$ cat src/rtl/keypad_digit_entry_pkg.sv
// Shared definitions for the microwave keypad digit-entry block:
// BCD limits, buffer depth and the debouncer state encoding.
package keypad_digit_entry_pkg;

    localparam logic [3:0] BCD_MAX    = 4'd9;
    localparam int         NUM_DIGITS = 4;

    typedef enum logic [1:0] {
        IDLE         = 2'd0,
        PRESS_WAIT   = 2'd1,
        HELD         = 2'd2,
        RELEASE_WAIT = 2'd3
    } state_t;

    function automatic logic isDigit(input logic [3:0] code);
        return code <= BCD_MAX;
    endfunction

endpackage

$ cat src/rtl/keypad_digit_entry_debouncer.sv
// Press/release debouncer for the encoded keypad: emits one accept pulse per
// stable press and stays busy until the key has been stably released.
module keypad_digit_entry_debouncer
    import keypad_digit_entry_pkg::*;
#(
    parameter int DEBOUNCE_CYCLES = 16
) (
    input  logic       clk,
    input  logic       rst_n,
    input  logic [3:0] D,
    input  logic       valid,
    output logic [3:0] key_q,
    output logic       accept_pulse,
    output logic       busy
);

    localparam int             CW       = $clog2(DEBOUNCE_CYCLES + 1);
    localparam logic [CW-1:0]  CNT_ONE  = CW'(1);
    localparam logic [CW-1:0]  CNT_LAST = CW'(DEBOUNCE_CYCLES - 1);

    state_t        r_state;
    state_t        w_stateNext;
    logic [CW-1:0] r_cnt;
    logic [CW-1:0] w_cntNext;
    logic [3:0]    r_keyQ;
    logic [3:0]    w_keyQNext;
    logic          w_accept;

    always_ff @(posedge clk) begin
        if (!rst_n) begin
            r_state <= IDLE;
            r_cnt   <= '0;
            r_keyQ  <= 4'd0;
        end else begin
            r_state <= w_stateNext;
            r_cnt   <= w_cntNext;
            r_keyQ  <= w_keyQNext;
        end
    end

    // A code change or encoder glitch restarts the press window rather than aborting it.
    always_comb begin
        w_stateNext = r_state;
        w_cntNext   = r_cnt;
        w_keyQNext  = r_keyQ;
        w_accept    = 1'b0;
        case (r_state)
            IDLE: begin
                if (valid && isDigit(D)) begin
                    w_keyQNext  = D;
                    w_cntNext   = CNT_ONE;
                    w_stateNext = PRESS_WAIT;
                end
            end
            PRESS_WAIT: begin
                if (!valid) begin
                    w_stateNext = IDLE;
                end else if ((D != r_keyQ) || !isDigit(D)) begin
                    w_keyQNext = D;
                    w_cntNext  = CNT_ONE;
                end else if (r_cnt == CNT_LAST) begin
                    w_accept    = 1'b1;
                    w_stateNext = HELD;
                end else begin
                    w_cntNext = r_cnt + CNT_ONE;
                end
            end
            HELD: begin
                if (!valid) begin
                    w_cntNext   = CNT_ONE;
                    w_stateNext = RELEASE_WAIT;
                end
            end
            RELEASE_WAIT: begin
                if (valid) begin
                    w_stateNext = HELD;
                end else if (r_cnt == CNT_LAST) begin
                    w_stateNext = IDLE;
                end else begin
                    w_cntNext = r_cnt + CNT_ONE;
                end
            end
            default: w_stateNext = IDLE;
        endcase
    end

    assign key_q        = r_keyQ;
    assign accept_pulse = w_accept;
    assign busy         = (r_state != IDLE);

endmodule

$ cat src/rtl/keypad_digit_entry.sv
// Microwave cook-time entry: debounced digits shift right-to-left into a
// 4-digit BCD MM:SS buffer, gated by enable and emptied by clear.
module keypad_digit_entry
    import keypad_digit_entry_pkg::*;
#(
    parameter int DEBOUNCE_CYCLES = 16
) (
    input  logic        clk,
    input  logic        rst_n,
    input  logic [3:0]  D,
    input  logic        valid,
    input  logic        enable,
    input  logic        clear,
    output logic [15:0] digits,
    output logic        digit_stb,
    output logic [2:0]  digit_count,
    output logic        busy
);

    logic [3:0]  w_keyQ;
    logic        w_accept;
    logic [15:0] r_digits;
    logic        r_digitStb;
    logic [2:0]  r_digitCount;

    keypad_digit_entry_debouncer #(
        .DEBOUNCE_CYCLES(DEBOUNCE_CYCLES)
    ) u_debouncer (
        .clk         (clk),
        .rst_n       (rst_n),
        .D           (D),
        .valid       (valid),
        .key_q       (w_keyQ),
        .accept_pulse(w_accept),
        .busy        (busy)
    );

    // Clear outranks a simultaneous acceptance; a press taken while disabled is simply lost.
    always_ff @(posedge clk) begin
        if (!rst_n) begin
            r_digits     <= 16'h0000;
            r_digitStb   <= 1'b0;
            r_digitCount <= 3'd0;
        end else if (clear) begin
            r_digits     <= 16'h0000;
            r_digitStb   <= 1'b0;
            r_digitCount <= 3'd0;
        end else begin
            r_digitStb <= 1'b0;
            if (w_accept && enable) begin
                r_digits   <= {r_digits[11:0], w_keyQ};
                r_digitStb <= 1'b1;
                if (r_digitCount != 3'(NUM_DIGITS)) begin
                    r_digitCount <= r_digitCount + 3'd1;
                end
            end
        end
    end

    assign digits      = r_digits;
    assign digit_stb   = r_digitStb;
    assign digit_count = r_digitCount;

endmodule

$ cat config.mk
export PLATFORM = sky130hd
export DESIGN_NAME = keypad_digit_entry
export DESIGN_NICKNAME = d
export VERILOG_FILES = /design/src/rtl/keypad_digit_entry_pkg.sv /design/src/rtl/keypad_digit_entry_debouncer.sv /design/src/rtl/keypad_digit_entry.sv
export SDC_FILE = /design/constraint.sdc
export NUM_CORES = 1
export LEC_CHECK = 0
export BUFFER_PORTS_ARGS = -buffer_cell sky130_fd_sc_hd__buf_2
export CAP_MARGIN = 10
export CORE_ASPECT_RATIO = 0.6
export CORE_MARGIN = 10
export CORE_UTILIZATION = 53
export DETAILED_ROUTE_END_ITERATION = 16
export GPL_ROUTABILITY_DRIVEN = 0
export GPL_TIMING_DRIVEN = 0
export PLACE_DENSITY = 0.77
export SYNTH_ARGS = -nofsm -noshare
export SYNTH_HDL_FRONTEND = slang
export SYNTH_HIERARCHICAL = 1
export SYNTH_SLANG_ARGS = --single-unit
$ cat constraint.sdc
create_clock -name clk -period 2.65 [get_ports clk]
set_input_delay 0.265 -clock clk [delete_from_list [all_inputs] [get_ports clk]]
set_output_delay 0.265 -clock clk [all_outputs]
set_load 0.03 [all_outputs]
Yosys cells after proc, flatten, opt, wreduce, memory -nomap -nowiden
Cells that the tools add are included.

Register bits after elaboration: 31. Bits in latches: 0. Memory bits (writable): 0. ROM bits: 0. Input port bits: 9. Output and inout bits: 21. Word-level logic and storage cells: 60. Memories: 0.

Add/sub/neg operators: 2. Multipliers: 0. Div/mod/pow operators: 0. $lt $le $gt $ge: 1. Eq/ne operators: 14. Shifts and indexed selects: 0. Muxes and demuxes: 24. Bitwise logic cells: 1. Reduce and logical (&&, ||, !) cells: 12.

Operators by type and width (count): 5-bit 2-to-1 mux (6); 5-bit case mux with 4 select lines (1); 2-bit 2-to-1 mux (7); 4-bit 2-to-1 mux (3); 2-bit case mux with 4 select lines (1); 4-bit case mux with 2 select lines (1); 4-bit AND reduction (2); 2-bit != test (second input constant) (3); 3-bit by 2-bit != test with 1-bit output (second input constant) (2); 3-bit != test (second input constant) (2); 5-bit by 1-bit adder with 5-bit output (second input constant) (1); 5-bit by 4-bit == test with 1-bit output (second input constant) (1); 1-bit 2-to-1 mux (5); 5-bit AND reduction (1); 2-bit == test (second input constant) (2); 4-bit <= comparator (second input constant) (1); 2-bit by 1-bit != test with 1-bit output (second input constant) (2); 4-bit != test (1); 2-bit nonzero test (2); 3-bit by 1-bit adder with 3-bit output (second input constant) (1); 2-bit by 1-bit == test with 1-bit output (second input constant) (1); 1-bit logical AND (2); 2-bit logical NOT (1); 2-bit AND reduction (1); 4 further kinds (4).

Longest topological paths before layout
Gate-level depths: netlist (run 1).

Word-level depth: 8. Mapped depth: 9. Depth with buffers taken out: 7.

By module
The synthesis (run 1) kept the hierarchy.

Modules (own cells, without submodules): keypad_digit_entry (times used 1, cells each 92, area each 810.8 um^2, sequential area each 400.4 um^2); keypad_digit_entry_debouncer (times used 1, cells each 82, area each 665.6 um^2, sequential area each 220.2 um^2).

Worst setup path before layout (run 1)
No wires, ideal clock.

Path kind: register to register. Start: reg u_debouncer.r_cnt[0]. End: reg r_digits[14], in the netlist digits[14]. Setup time: 0.068 ns. Arrival: 2.009 ns. Data required time: 2.582 ns. Path slack: 0.573 ns. Stages on the path, launching flop included: 10. Path buffers: 2. Period minus slack after synthesis: 2.077 ns. Path through: dfxtp_1 ha_1 nand4b_1 or2_1 nor4_1 and2_4 buf_8 buf_12 nand2_1 a21oi_2.

Longest elaborated chain between the ends: 6.

Ends and longest elaborated chain: start: declaration (line keypad_digit_entry_debouncer.sv:23) `logic [CW-1:0] r_cnt;`; start signal: assignment (line keypad_digit_entry_debouncer.sv:36) `r_cnt <= w_cntNext;`; 5-bit by 4-bit == test with 1-bit output (line keypad_digit_entry_debouncer.sv:61) `end else if (r_cnt == CNT_LAST) begin`; 1-bit 2-to-1 mux (line keypad_digit_entry_debouncer.sv:61); 1-bit 2-to-1 mux (line keypad_digit_entry_debouncer.sv:58) `end else if ((D != r_keyQ) || !isDigit(D)) begin`; 1-bit 2-to-1 mux (line keypad_digit_entry_debouncer.sv:56) `if (!valid) begin`; 1-bit 2-to-1 mux (line keypad_digit_entry_debouncer.sv:47) `case (r_state)`; net w_accept (line keypad_digit_entry.sv:21) `logic w_accept;`; 1-bit logical AND (line keypad_digit_entry.sv:50) `if (w_accept && enable) begin`; end signal: assignment (line keypad_digit_entry.sv:51) `r_digits <= {r_digits[11:0], w_keyQ};`; end: declaration (line keypad_digit_entry.sv:22) `logic [15:0] r_digits;`.

The timed path passes the listed nets, and every way through them passes these cells. A chain may end at the register's enable or synchronous reset.

Final worst setup path (run 1)
Start: reg u_debouncer.r_cnt[0]. End: reg r_digits[13], in the netlist digits[13].

Same word-level chain as after synthesis.

==> run summary, run 1 <==
The run finished with clean final reports. The number of max-slew violations in the final report is 0. The required time of the worst setup path came out at 2810 ps. Of the synthesized area, sequential elements account for 0.420. The total negative slack came out at 0 ps.

From synthesis to final layout, the design area changed by 19.7%. The worst register-to-register path has a depth of 8. The number of hold violations in the final report is 0. TritonCTS built the clock tree.

The worst-case headroom to the max-slew limit is 0.633. The initial antenna violation count is 0. For this run the aggregate overflow at the end of global routing stands at 0.

For this run, the top clock speed supported by timing is between 400 and 500 MHz. The number of buffers added by the clock tree synthesis step is 5. The largest total area in the synthesized netlist belongs to dfxtp_1.

The clock net sink count is 31. The minimum period implied by the final worst setup slack came out at 2420 ps. In the synthesized netlist the dominant register cell turns out to be dfxtp_1. The buffer type at the clock tree root is clkbuf_8. The worst setup path is launched from a flip-flop.

30 I/O pins were placed. The share of post-route cells with drive strength above 1 is 0.294. The share of the cycle needed by the critical path after routing is 0.914. Setup violations remaining at the end of the flow were counted as 0. The count of hold-fix buffers inserted at cts is 0. The fill cell instance count of the final layout is a little over 200. The half-perimeter wire length of the detailed placement result is 3070 um. The total power of the final layout came out at approximately 960 uW. The number of standard-cell rows in the floorplan is 14. The fraction of synthesis flops using an asynchronous set or reset pin came out at 0. The total of warnings raised by yosys is 6. The critical path in this run is classified as reg -> reg.

The core outline area came out at between 2000 and 3000 sq um. The data arrival time at the worst-slack endpoint is 2580 ps. The distinct cell type count of the synthesized netlist is 44. The share of Yosys cell area claimed by the top area cell type came out at 0.420. At the pin with the least slew margin, the transition time is around 550 ps. For this design the ratio of total power to cell area is between 500 and 600 nW/um^2.

The path class of the tightest hold or removal check is in -> reg. The synthesized netlist occupies a cell area of roughly 1500 sq um. The average cell area after synthesis is approximately 8.5 sq um. STA classifies the critical path endpoint as a flip-flop. During placement, the flow inserted port buffers numbering 29.

The instance count of the mapped netlist is 174. The layout net count came out at ~220. The number of diodes added for antenna fixing came out at 0. The residual DRC count came out at 0. The clock network latency to the later pin of the worst-skew pair came out at 280 ps. Setup repair after global routing left no endpoint under its margin. The peak supply drop came out at between 300 and 400 uV. The number of global-route vias before repair was 1357. Yosys attributes the largest share of cell area to dfxtp_1, nand2_1, a21oi_2, a21oi_1, nand3_1. After detailed routing, the number of vias per cell comes to 5.62. In this run the vertical extent of the chip is around 61 um. The largest net degree at the start of global routing came out at 11. In this run, synthesis inferred 0 flip-flops with an integrated enable.

The clock-pin slew reported for the worst setup and hold paths after clock tree synthesis is around 70 ps. The final route contains approximately 1400 vias. The maximum buffer depth of the clock tree is 2. The worst hold slack across all endpoints came out at approximately 270 ps.

The routed wirelength normalized by instance count came out at approximately 16 um. In this run the number of H-tree levels came out at 2. The worst clock skew is 7.80 ps. For this run, the total global-route usage over all layers was measured as 0.154. The leakage power is between 0.0006 and 0.0007 uW. The chip width came out at between 80 and 90 um. The first detailed-routing pass took 4 iterations. The first global-routing pass estimated approximately 6500 um of wire. The number of nets produced by synthesis is ~190. The starting density of the core is 0.573. The largest fanout on the critical path is 10. For this block, the routed nets add up to about 3900 um of wire. The first routing iteration left 102 violations. The flop and latch count out of synthesis is 31. The floorplan step defined a die boundary enclosing 5370 sq um. The remaining number of nets flagged by the antenna check after routing is 0.

The number of max-cap violations is 0. The number of instances on the worst hold path came out at 3. The buffers inserted during post-CTS setup optimization came out at 0.
==> path summary, 6_finish.rpt <==
check,slack [ps],to,startpoint
max,230,digits[13],u_debouncer/r_cnt[0]
min,270,u_debouncer/key_q[0],D[0]
max reg2reg,230,digits[13],u_debouncer/r_cnt[0]
min reg2reg,460,digits[15],digits[15]
==> registers in the layout, summed over array words and instances (netlist names), named ones only <==
| signal | cells |
|---|---|
| u_debouncer/key_q | 4 |
| digits | 16 |
| u_debouncer/r_state | 1 |
| digit_stb | 1 |
| digit_count | 3 |
| u_debouncer/r_cnt | 5 |
==> through the flow <==
step                       util  instances  area [sq um]  setup WS (ps)
final                     0.687        243          1770            227
after global routing      0.687        243          1770           74.0
after CTS                 0.684        243          1760            146
after detailed placement  0.645        235          1660            176
after global placement    0.645        235          1660            289
after floorplan               -        174          1480            573
==> worst max-delay path: stages (launching register included) <==
cell and delay [ps]:
dfxtp_1 430, ha_1 270, nand4b_1 260, or2_1 360, nor4_2 310, nand2_2 220, buf_2 250, nand2_1 120
a21oi_2 70
==> area by class of cell <==
| type | count | area (sq um) | area share |
|---|---|---|---|
| clock buffers | 8 | 100 | 0.0566 |
| repair buffers | 29 | 145 | 0.0821 |
| flip-flops and latches | 31 | 621 | 0.351 |
| inverters | 6 | 22.5 | 0.0127 |
| multi-input cells | 130 | 783 | 0.443 |
| plain buffers | 7 | 56.3 | 0.0318 |
| well taps | 32 | 40.0 | 0.0226 |
==> cells in the final DEF (no fill, tap or decap), types with 2 or more instances in the layout <==
cell,netlist,routed
nor2b_1,4,4
nand2_1,43,43
clkbuf_1,3,4
nand4_1,2,2
o21ai_0,8,8
ha_1,3,3
xor2_1,3,3
mux2i_1,2,2
a21oi_1,14,14
nand3_1,8,8
clkbuf_8,0,7
inv_1,6,6
nand2_2,3,3
nor2_1,4,4
a21oi_2,10,10
buf_2,2,31
dfxtp_1,31,31
==> cells in the mapped netlist, drive strengths merged (2+ instances only) <==
library cell,count
buf,4
nor2b,4
nand4,2
mux2i,2
inv,6
a21oi,24
o21ai,9
ha,3
and2,2
nand2,46
clkbuf,3
or2,2
nor2,4
dfxtp,31
xor2,3
nand3,8
==> cells by family (layout without fill, tap and decap cells) <==
family | count (synthesis) | in the layout | synth area share
buffers and inverters | 13 | 50 | 0.0534
adders and majority gates | 3 | 3 | 0.0254
muxes | 2 | 2 | 0.0136
AOI/OAI and AO/OA | 46 | 46 | 0.224
DFF | 31 | 31 | 0.420
xor gates and xnor gates | 3 | 3 | 0.0178
and+or+nand+nor | 76 | 76 | 0.246
==> routing by layer <==
metal / vias up / GRT usage / wire, um
met1: 626 / 0.191 / 1800
met3: 4 / 0.0481 / 333
li1: 679 / - / -
met5: - / 0 / 0
met4: 0 / 0.0557 / 23
met2: 56 / 0.249 / 1760
==> where the power goes <==
group          internal [uW]  switching (uW)
clock network            237             166
logic                   26.8            51.1
registers                473            7.02
==> what timing repair did <==
| item | 4_1_cts | 5_1_grt |
|---|---|---|
| hold endpoints to repair | 0 | 0 |
| endpoints found under the setup margin | 0 | 10 |
| resized for setup | 0 | 1 |
(Power assumes the default switching activity.)
==> run 2: changes to the inputs <==
--- a/config.mk
+++ b/config.mk
@@ -5,6 +5,7 @@
 export SDC_FILE = /design/constraint.sdc
 export NUM_CORES = 1
 export LEC_CHECK = 0
+export ABC_AREA = 1
 export BUFFER_PORTS_ARGS = -buffer_cell sky130_fd_sc_hd__buf_2
 export CAP_MARGIN = 10
 export CORE_ASPECT_RATIO = 0.6
==> run 2 against run 1 <==
- cell count is 14% higher
- fmax is 16% higher
- combinational power grew to 2.5 times the previous value
- clock power is 13% lower
- global-route usage is 2.5 points lower
- critical path type unchanged
==> run summary, run 2 <==
Leaving out fill and tap cells, the most frequent cell in the layout is nor2_1. The initial antenna violation count came to 0 (unchanged). The type of the worst setup path is reg -> reg. The predominant post-synthesis flop cell is dfxtp_1. The share of the cycle needed by the critical path after routing is 0.791 (-0.123). The final global-route overflow total came out at 0 (unchanged). The number of buffers added by the clock tree synthesis step is 5 (unchanged). The number of vias per cell after detailed routing came out at 5.00 (-11%). The half-perimeter wire length of the detailed placement result is 2630 um (-14%). The biggest area contributor in the post-synthesis netlist is dfxtp_1. The worst clock skew is 3.89 ps (-3.92 ps). The minimum period implied by the final worst setup slack is 2100 ps (-327 ps). The total power of the final layout was 1050 uW (+9.8%). The maximum single-stage delay on the critical path is 400 ps (-30 ps). The power density relative to cell area came out at 596 nW/um^2 (+9.6%). The sum of routed wire length over all layers is 3470 um (-11%). Traced cell by cell, the critical path runs through ha_1 -> nand2_1 -> inv_2 -> nand3_2 -> clkinv_1 -> nand3_1 -> nor3_1 -> nand2_4 -> inv_4 -> buf_6 -> nand3_1 -> nand2_1 -> nor2_1. The peak clock frequency supported by timing is 477 MHz (+16%). The buffers inserted during post-CTS setup optimization came out at 0 (unchanged). By count the netlist is led by nor2_1, nand2_1, dfxtp_1. The H-tree depth was 2 (unchanged). The tightest min-delay check is of the in -> reg type.

The synthesized area was 1500 sq um (+1.7%). The number of standard-cell rows in the floorplan came to 14 (unchanged). The I/O pin total is 30 (unchanged). The worst setup path is launched from a flip-flop.

The buffer type at the clock tree root is clkbuf_8. The starting DRC count in detailed routing came to 102 (unchanged). The average cell area after synthesis is 7.18 sq um (-15%). The share of Yosys cell area claimed by the top area cell type is 0.413 (-0.00701). The chip width is 88.7 um (+0.65%).

The required time of the worst setup path came out at 2830 ps (+20 ps). The core outline area was 2610 sq um (+1.4%). The worst-margin pin slew came to 489 ps (-61.3 ps). The final-report setup violation count came out at 0 (unchanged). The total of warnings raised by yosys is 6 (unchanged). The clock network latency to the later pin of the worst-skew pair was 280 ps (about the same).

Yosys instantiated no cell more often than nor2_1. The end-of-flow core utilization is 0.678 (-0.00826). The source of the worst register-to-register timing path is u_debouncer/r_cnt[0]. The slowest stage of the critical path belongs to the cell nor3_1. By area the synthesized netlist is led by dfxtp_1, nor2_1, nand2_1, nand3_1, o21ai_0. The first-pass iteration count of the detailed router is 4 (unchanged). The number of max-slew violations in the final report came to 0 (unchanged). The startpoint identified for the worst hold timing path is clear. The part of the power in registers is 0.480 (-0.019). The data arrival time at the worst-slack endpoint came out at 2270 ps (-310 ps).

The instance count of the mapped netlist is 209 (+20%). The worst-case headroom to the max-slew limit is 0.671 (+0.0383). The number of hold violations in the final report came out at 0 (unchanged). TritonCTS built the clock tree. In the layout the commonest cells are nor2_1, nand2_1, dfxtp_1. The count of hold-fix buffers inserted at cts is 0 (unchanged).

The flop and latch count out of synthesis came out at 31 (unchanged). The number of global-route vias before repair came out at 1169 (-14%). The y dimension of the die is 61.2 um (+0.57%). The switching power total came to 324 uW (+44%). Tracing the worst setup path back leads to its startpoint at u_debouncer/r_cnt[0]. The total via count in the routed design came out at 1390 (+1.8%). The number of flops mapped to enable cells by yosys is 0 (unchanged).

The largest net degree at the start of global routing is 11 (unchanged). The first-pass GRT wire length came out at 5520 um (-16%). The switching power share of the total came out at 0.307 (+0.0737).

The remaining number of nets flagged by the antenna check after routing came out at 0 (unchanged). The cell family contributing the most delay on the critical path is simple AND/OR/NAND/NOR gates. The post-cts sizing count came out at 0 (unchanged). The clock network fraction of design power is 0.334 (-0.086). The starting density of the core came out at 0.575 (+0.00189). The run finished with clean final reports. The global-route usage over all layers came out at 0.129 (-0.0249). The quantity of I/O buffers inserted on ports came out at 29 (unchanged). The leakage power is 0.000827 uW (+20%). The fraction of synthesis flops using an asynchronous set or reset pin is 0 (unchanged). The floorplan die area came out at 5430 sq um (+1.2%). The fill cell instance count of the final layout came out at 233 (+15%).

The number of buffer and inverter stages on the critical path is 4 (+3). Setup repair after global routing left no endpoint under its margin. The internal power of the cells was 731 uW (-0.76%). The routed wirelength normalized by instance count is 12.5 um (-23%). The number of flip-flops under the largest register name came out at 16 (unchanged). The clock net sink count came out at 31 (unchanged).

The largest fanout on the critical path came out at 10 (unchanged). The portion of the post-synthesis area used by sequential elements is 0.413 (-0.00701). The residual DRC count is 0 (unchanged). The total negative slack is 0 ps (unchanged). The combinational cell fraction of total power came out at 0.186 (+0.105).

The number of diodes added for antenna fixing came out at 0 (unchanged). The layout net count is 257 (+16%). The count of placed standard cells in the final layout, fillers left out is 278 (+14%). The share of post-route cells with drive strength above 1 came out at 0.228 (-0.0662). The number of max-cap violations came out at 0 (unchanged).

The area overhead of the layout relative to synthesis is 17.9%. The maximum buffer depth of the clock tree is 2 (unchanged). The distinct cell type count of the synthesized netlist came out at 26 (-41%).

The worst hold slack across all endpoints is 200 ps (-70.1 ps). STA classifies the critical path endpoint as a flip-flop. The peak supply drop came out at 357 uV (about the same). The clock-pin slew reported for the worst setup and hold paths after clock tree synthesis came out at 70 ps (about the same). The number of nets produced by synthesis is 221 (+19%). The number of cells after detailed placement is 270 (+15%).
-- run 2: worst paths after layout --
path	end	slack, ps	depth (start not counted)
worst max-delay path	digit_count[0]	550	13
worst min-delay path	digit_stb	200	2
worst max register to register	digit_count[0]	550	13
worst min register to register	u_debouncer/r_cnt[4]	460	2
-- run 2: stage by stage --
stage                     setup WS, ps  area (sq um)
final                              554          1770
after global routing               305          1770
after CTS                          541          1770
after detailed placement           562          1690
after global placement             599          1690
after floorplan                    890          1500
-- run 2: kinds of logic (layout without fill, tap and decap cells) --
kind of cell	after synthesis	after routing	share of synthesized area
buffers and inverters	30	67	0.100
flip-flops	31	31	0.413
adder cells (fa/ha/maj)	3	3	0.0250
AO/OA/AOI/OAI	30	30	0.105
AND/OR/NAND/NOR	115	115	0.357
-- run 2: final cells by class --
cell class | count | area, sq um | share of cell area
Multi-Input combinational cell | 148 | 731 | 0.413
Sequential cell | 31 | 621 | 0.351
Timing Repair Buffer | 29 | 145 | 0.0820
Inverter | 26 | 105 | 0.0594
Clock buffer | 5 | 68.8 | 0.0389
Buffer | 4 | 45.0 | 0.0254
Tap cell | 32 | 40.0 | 0.0226
Clock inverter | 3 | 15.0 | 0.00848
-- run 2: power groups by stage --
stage               Combinational [uW]  Sequential (uW)  Clock, uW
global route                       221              509        383
floorplan                          151              510          0
global placement                   189              516          0
CTS                                194              506        358
finish                             196              507        352
detailed placement                 193              517          0
-- run 2: layer usage --
layer	routed length, um	GRT usage	up-vias
li1	-	-	743
met1	1750	0.182	596
met2	1400	0.174	47
met3	294	0.0448	4
met4	28	0.0503	0
met5	0	0	-
-- run 2: worst reg2reg max path: cells and delay by family, from the launching register on --
kind                       cells  cell delay (ps)
buffers and inverters          4              370
and+or+nand+nor                8             1050
DFF                            1              370
adders and majority gates      1              200
